## src/rtl/mips_multicycle_control.sv

```systemverilog
// Multi-cycle MIPS sequencer: Moore FSM driving datapath selects/enables, counts retirements, halts on bad encodings.
// Outputs registered from next state; only mem_ready->ir_write/pc_en, zero->pc_en, funct->alu_control are combinational; stalls in FETCH/MEM_READ/MEM_WRITE.
module mips_multicycle_control (
    input  logic        clk,
    input  logic        reset,
    input  logic [5:0]  opcode,
    input  logic [5:0]  funct,
    input  logic        zero,
    input  logic        mem_ready,
    output logic        pc_en,
    output logic [1:0]  pc_source,
    output logic        i_or_d,
    output logic        mem_read,
    output logic        mem_write,
    output logic        ir_write,
    output logic        reg_dst,
    output logic        mem_to_reg,
    output logic        reg_write,
    output logic        alu_src_a,
    output logic [1:0]  alu_src_b,
    output logic [3:0]  alu_control,
    output logic [3:0]  state,
    output logic        halted,
    output logic [31:0] instr_retired
);

    typedef enum logic [3:0] {
        S_FETCH     = 4'd0,
        S_DECODE    = 4'd1,
        S_MEM_ADDR  = 4'd2,
        S_MEM_READ  = 4'd3,
        S_MEM_WB    = 4'd4,
        S_MEM_WRITE = 4'd5,
        S_EXECUTE   = 4'd6,
        S_R_WB      = 4'd7,
        S_BRANCH    = 4'd8,
        S_JUMP      = 4'd9,
        S_ADDI_EX   = 4'd10,
        S_ADDI_WB   = 4'd11,
        S_HALT      = 4'd15
    } state_t;

    localparam logic [5:0] OP_RTYPE = 6'b000000;
    localparam logic [5:0] OP_LW    = 6'b100011;
    localparam logic [5:0] OP_SW    = 6'b101011;
    localparam logic [5:0] OP_BEQ   = 6'b000100;
    localparam logic [5:0] OP_J     = 6'b000010;
    localparam logic [5:0] OP_ADDI  = 6'b001000;

    state_t      r_state;
    logic [31:0] r_instr_retired;
    logic        r_fetch;
    logic        r_branch;
    logic        r_jump;
    logic [1:0]  r_pc_source;
    logic        r_i_or_d;
    logic        r_mem_read;
    logic        r_mem_write;
    logic        r_reg_dst;
    logic        r_mem_to_reg;
    logic        r_reg_write;
    logic        r_alu_src_a;
    logic [1:0]  r_alu_src_b;
    logic [1:0]  r_alu_op;
    logic        r_halted;

    state_t      w_next;
    state_t      w_ctl_state;
    logic        w_funct_ok;
    logic        w_retire;

    always_comb begin
        case (funct)
            6'b100000, 6'b100010, 6'b100100, 6'b100101, 6'b101010: w_funct_ok = 1'b1;
            default:                                               w_funct_ok = 1'b0;
        endcase
    end

    always_comb begin
        w_next = S_FETCH;
        case (r_state)
            S_FETCH:     w_next = mem_ready ? S_DECODE : S_FETCH;
            S_DECODE: begin
                case (opcode)
                    OP_RTYPE:     w_next = w_funct_ok ? S_EXECUTE : S_HALT;
                    OP_LW, OP_SW: w_next = S_MEM_ADDR;
                    OP_BEQ:       w_next = S_BRANCH;
                    OP_J:         w_next = S_JUMP;
                    OP_ADDI:      w_next = S_ADDI_EX;
                    default:      w_next = S_HALT;
                endcase
            end
            S_MEM_ADDR:  w_next = (opcode == OP_SW) ? S_MEM_WRITE : S_MEM_READ;
            S_MEM_READ:  w_next = mem_ready ? S_MEM_WB : S_MEM_READ;
            S_MEM_WRITE: w_next = mem_ready ? S_FETCH : S_MEM_WRITE;
            S_EXECUTE:   w_next = S_R_WB;
            S_ADDI_EX:   w_next = S_ADDI_WB;
            S_HALT:      w_next = S_HALT;
            default:     w_next = S_FETCH;
        endcase
    end

    always_comb begin
        case (r_state)
            S_MEM_WB, S_R_WB, S_BRANCH, S_JUMP, S_ADDI_WB: w_retire = 1'b1;
            S_MEM_WRITE:                                  w_retire = mem_ready;
            default:                                      w_retire = 1'b0;
        endcase
    end

    // Output registers are loaded with the decode of the state being entered.
    assign w_ctl_state = reset ? S_FETCH : w_next;

    always_ff @(posedge clk) begin
        if (reset) begin
            r_state         <= S_FETCH;
            r_instr_retired <= '0;
        end else begin
            r_state         <= w_next;
            r_instr_retired <= r_instr_retired + {31'd0, w_retire};
        end
        r_fetch      <= 1'b0;
        r_branch     <= 1'b0;
        r_jump       <= 1'b0;
        r_pc_source  <= 2'b00;
        r_i_or_d     <= 1'b0;
        r_mem_read   <= 1'b0;
        r_mem_write  <= 1'b0;
        r_reg_dst    <= 1'b0;
        r_mem_to_reg <= 1'b0;
        r_reg_write  <= 1'b0;
        r_alu_src_a  <= 1'b0;
        r_alu_src_b  <= 2'b00;
        r_alu_op     <= 2'b00;
        r_halted     <= 1'b0;
        case (w_ctl_state)
            S_FETCH: begin
                r_fetch     <= 1'b1;
                r_mem_read  <= 1'b1;
                r_alu_src_b <= 2'b01;
            end
            S_DECODE:    r_alu_src_b <= 2'b11;
            S_MEM_ADDR, S_ADDI_EX: begin
                r_alu_src_a <= 1'b1;
                r_alu_src_b <= 2'b10;
            end
            S_MEM_READ: begin
                r_mem_read <= 1'b1;
                r_i_or_d   <= 1'b1;
            end
            S_MEM_WB: begin
                r_reg_write  <= 1'b1;
                r_mem_to_reg <= 1'b1;
            end
            S_MEM_WRITE: begin
                r_mem_write <= 1'b1;
                r_i_or_d    <= 1'b1;
            end
            S_EXECUTE: begin
                r_alu_src_a <= 1'b1;
                r_alu_op    <= 2'b10;
            end
            S_R_WB: begin
                r_reg_write <= 1'b1;
                r_reg_dst   <= 1'b1;
            end
            S_BRANCH: begin
                r_branch    <= 1'b1;
                r_alu_src_a <= 1'b1;
                r_alu_op    <= 2'b01;
                r_pc_source <= 2'b01;
            end
            S_JUMP: begin
                r_jump      <= 1'b1;
                r_pc_source <= 2'b10;
            end
            S_ADDI_WB:   r_reg_write <= 1'b1;
            S_HALT:      r_halted    <= 1'b1;
            default:     r_fetch     <= 1'b0;
        endcase
    end

    always_comb begin
        alu_control = 4'b0000;
        case (r_alu_op)
            2'b01: alu_control = 4'b0001;
            2'b10: begin
                case (funct)
                    6'b100010: alu_control = 4'b0001;
                    6'b100100: alu_control = 4'b0010;
                    6'b100101: alu_control = 4'b0011;
                    6'b101010: alu_control = 4'b0100;
                    default:   alu_control = 4'b0000;
                endcase
            end
            default: alu_control = 4'b0000;
        endcase
    end

    assign ir_write      = r_fetch & mem_ready;
    assign pc_en         = (r_fetch & mem_ready) | (r_branch & zero) | r_jump;
    assign pc_source     = r_pc_source;
    assign i_or_d        = r_i_or_d;
    assign mem_read      = r_mem_read;
    assign mem_write     = r_mem_write;
    assign reg_dst       = r_reg_dst;
    assign mem_to_reg    = r_mem_to_reg;
    assign reg_write     = r_reg_write;
    assign alu_src_a     = r_alu_src_a;
    assign alu_src_b     = r_alu_src_b;
    assign state         = r_state;
    assign halted        = r_halted;
    assign instr_retired = r_instr_retired;

endmodule

```

## config.mk

```make
export PLATFORM = sky130hd
export DESIGN_NAME = mips_multicycle_control
export DESIGN_NICKNAME = d
export VERILOG_FILES = /design/src/rtl/mips_multicycle_control.sv
export SDC_FILE = /design/constraint.sdc
export NUM_CORES = 1
export LEC_CHECK = 0
export ABC_AREA = 1
export CORE_MARGIN = 2
export CORE_UTILIZATION = 40
export DETAILED_ROUTE_END_ITERATION = 8
export HOLD_SLACK_MARGIN = 0.15
export PLACE_DENSITY = 0.67
export RECOVER_POWER = 100
export SKIP_CTS_REPAIR_TIMING = 1
export SLEW_MARGIN = 20
export SYNTH_ARGS = -nofsm -noshare
export SYNTH_HDL_FRONTEND = slang
export SYNTH_SLANG_ARGS = --single-unit
export TNS_END_PERCENT = 100
```

## constraint.sdc

```tcl
create_clock -name clk -period 2.5 [get_ports clk]
set_input_delay 0.5 -clock clk [delete_from_list [all_inputs] [get_ports clk]]
set_output_delay 0.5 -clock clk [all_outputs]
set_load 0.03 [all_outputs]
```

==> results.md <==
* Status: complete, no violations
* Port Buffers at 68
* Cells on Worst Hold Path at 1
* Via count at approximately 2700
* Clock Tree Root: clkbuf_8
* Max Transition Viols Final at 0
* Commonest non-fill, non-tap cell in the layout: nand2_1
* Setup Skew at between 15 and 20 ps
* HPWL Detailed at 5267 um
* Leakage at 1.715 nW
* CP max stage delay at 660 ps
* RSZ-0062 raised after global routing: false
* Vias in the first global route at 2574
* First-pass GRT wire length at 11270 um
* # IOs at 70
* Area leader, netlist: dfxtp_1
* DIE AREA at 0.007509 sq mm
* Post-route ant nets at 0
* Sequential fraction of the synthesis area at 0.3663
* Ys flop type: dfxtp_1
* 1st-iter DRT viols at 154
* Clock transition at path regs at 110 ps
* Post-synth EDFFs at 0
* Achievable clock frequency at 412.9 MHz
* Ant. Diodes at 0
* Clk sinks at 50
* CTS Buf Count at 5
* Switching part of the total at 0.3990
* Endpoints failing hold at 0
* Critical path endpoint category: output port
* Routed len/inst at 11.69 um
* Max stage delay cell, worst path: clkdlybuf4s50_1
* FF-to-FF path depth at 18
* Share of cells above drive strength 1 at 0.09631
* Routed WL at 6640 um
* CTS tree: done
* Pwr dens at 659.0 mW/mm^2
* Congestion Overflow GR at 0
* Synth Warn # at 0
* Cells after Synth at a little over 400
* Synthesis-stage register bit count at 50
* Pin count of the biggest net entering global routing at 19
* Synthesis-to-finish area growth at 31.96%
* Max clock buf depth at 2
* Startpoint types: input port
* Top delay family on crit path: buffers and inverters
* Largest register FFs at 32
* Clk_lat worst skew at 310 ps
* Clk pwr share at 0.212
* Post-route minimum period at approximately 2400 ps
* Pint at 0.001428 W
* Core area at 0.006719 sq mm
* Final period util at 0.9687
* Nets at between 500 and 600
* Combinational Power Share at 0.385
* Final instance area at 0.003606 sq mm
* Setup violators final at 0
* Sequential power share at 0.403
* Post-DP Area at around 0.0036 sq mm
* Drt drc at 0
* Levels on crit path at 5
* Crit Path Class: input port to output port
* Worst Path Arrival at about 1900 ps
* Worst path bufs/invs at 3
* Post-synth ARST share at 0
* Via density at 4.792
* Antenna violations before repair at 0
* Hold/Removal Path Class: flip-flop to flip-flop
* CP max FO at 4
* Mapped Nets at 424
* Area share of the largest cell type after synthesis at 0.3663
* Fin Hold WS at 501.9 ps
* Synth unique cells at 40
* Critical Path RT at around 2000 ps
* Initial Util at 0.4067
* # rows at 30
* Die Ht at 86.66 um
* Switch Pwr at 0.0009483 W
* Power Total at 0.002376 W
* Total GRT Usage at 0.1863
* CTS HTree Levels at 2
* Commonest non-fill, non-tap cells in the layout: 85 x nand2_1, 68 x inv_1, 54 x nor2_1
* Max VDD drop at between 200 and 250 uV
* Critical-path cell list: clkdlybuf4s50_1, buf_4, nand2_1, nand2_1, clkdlybuf4s50_1
* GP Congestion at around 0.86
* Die W at 86.66 um
* DRT Pass-1 Iters at 4
* Mapped Avg Cell Area at 6.764 sq um
* Final setup TNS at 0 ps
* Ranking of synthesized cells by area: dfxtp_1 37%, nand2_1 11%, inv_1 9.1%, nor2_1 7.3%, a21oi_1 4.6%
* Max-Cap Viols at 0
* Syn Std Cell Area at 0.002733 sq mm
==> metal layers <==
metal | GRT usage | wire, um | up-vias
met5 | 0 | 0 | -
met4 | 0.06392 | 56 | 0
met3 | 0.04857 | 327 | 6
met2 | 0.3049 | 2975 | 78
met1 | 0.2379 | 3281 | 1190
li1 | - | - | 1448
==> area by class of cell <==
type	instances	area, sq um
inverters	73	274.0
fillers	653	3113
well taps	80	100.1
multi-input cells	275	1383
clock buffers	5	68.82
repair buffers	82	749.5
clock inverters	3	26.28
flip-flops and latches	50	1005
==> cell families (layout without fill, tap and decap cells) <==
| kind of cell | count (synthesis) | count (layout) | share of synthesized area |
|---|---|---|---|
| adder cells (fa/ha/maj) | 4 | 4 | 0.01832 |
| other | 1 | 1 | 0.001372 |
| flip-flops | 50 | 50 | 0.3663 |
| AO/OA/AOI/OAI | 49 | 49 | 0.1003 |
| XOR/XNOR | 2 | 2 | 0.006411 |
| AND/OR/NAND/NOR | 219 | 219 | 0.3938 |
| buffers and inverters | 79 | 163 | 0.1136 |
==> Yosys cell counts (all sizes together) (2+ instances only) <==
library cell	instances
nand2	90
nand4	13
nand3	27
inv	72
o21a	3
nor2	63
a211oi	2
o21ai	14
dfxtp	50
or2	6
a311oi	2
nor3	16
a21oi	25
ha	4
buf	5
==> metrics by stage <==
step                worst slack [ps]  std cells  utilization
floorplan                      76.05        404            -
global placement              -50.67        560       0.5320
detailed placement            -96.78        560       0.5320
CTS                            69.38        568       0.5462
global route                   12.55        568       0.5367
finish                         78.31        568       0.5367
==> path summary, 6_finish.rpt <==
check,slack (ps),from,endpoint
setup / recovery,80,mem_ready,pc_en
hold / removal,500,instr_retired[31]$_SDFF_PP0_,instr_retired[31]$_SDFF_PP0_
setup reg to reg,250,state[1]$_DFF_P_,instr_retired[22]$_SDFF_PP0_
hold reg to reg,500,instr_retired[31]$_SDFF_PP0_,instr_retired[31]$_SDFF_PP0_
==> power by group through the flow <==
stage / clock (W) / sequential [W] / combinational (W)
after global routing: 0.000551 / 0.000969 / 0.00102
after CTS: 0.000515 / 0.000958 / 0.000975
after detailed placement: 0 / 0.000975 / 0.000970
after global placement: 0 / 0.000977 / 0.000964
final: 0.000504 / 0.000958 / 0.000915
after floorplan: 0 / 0.00113 / 0.000484
No activity file was read; power rests on OpenSTA's default activity.
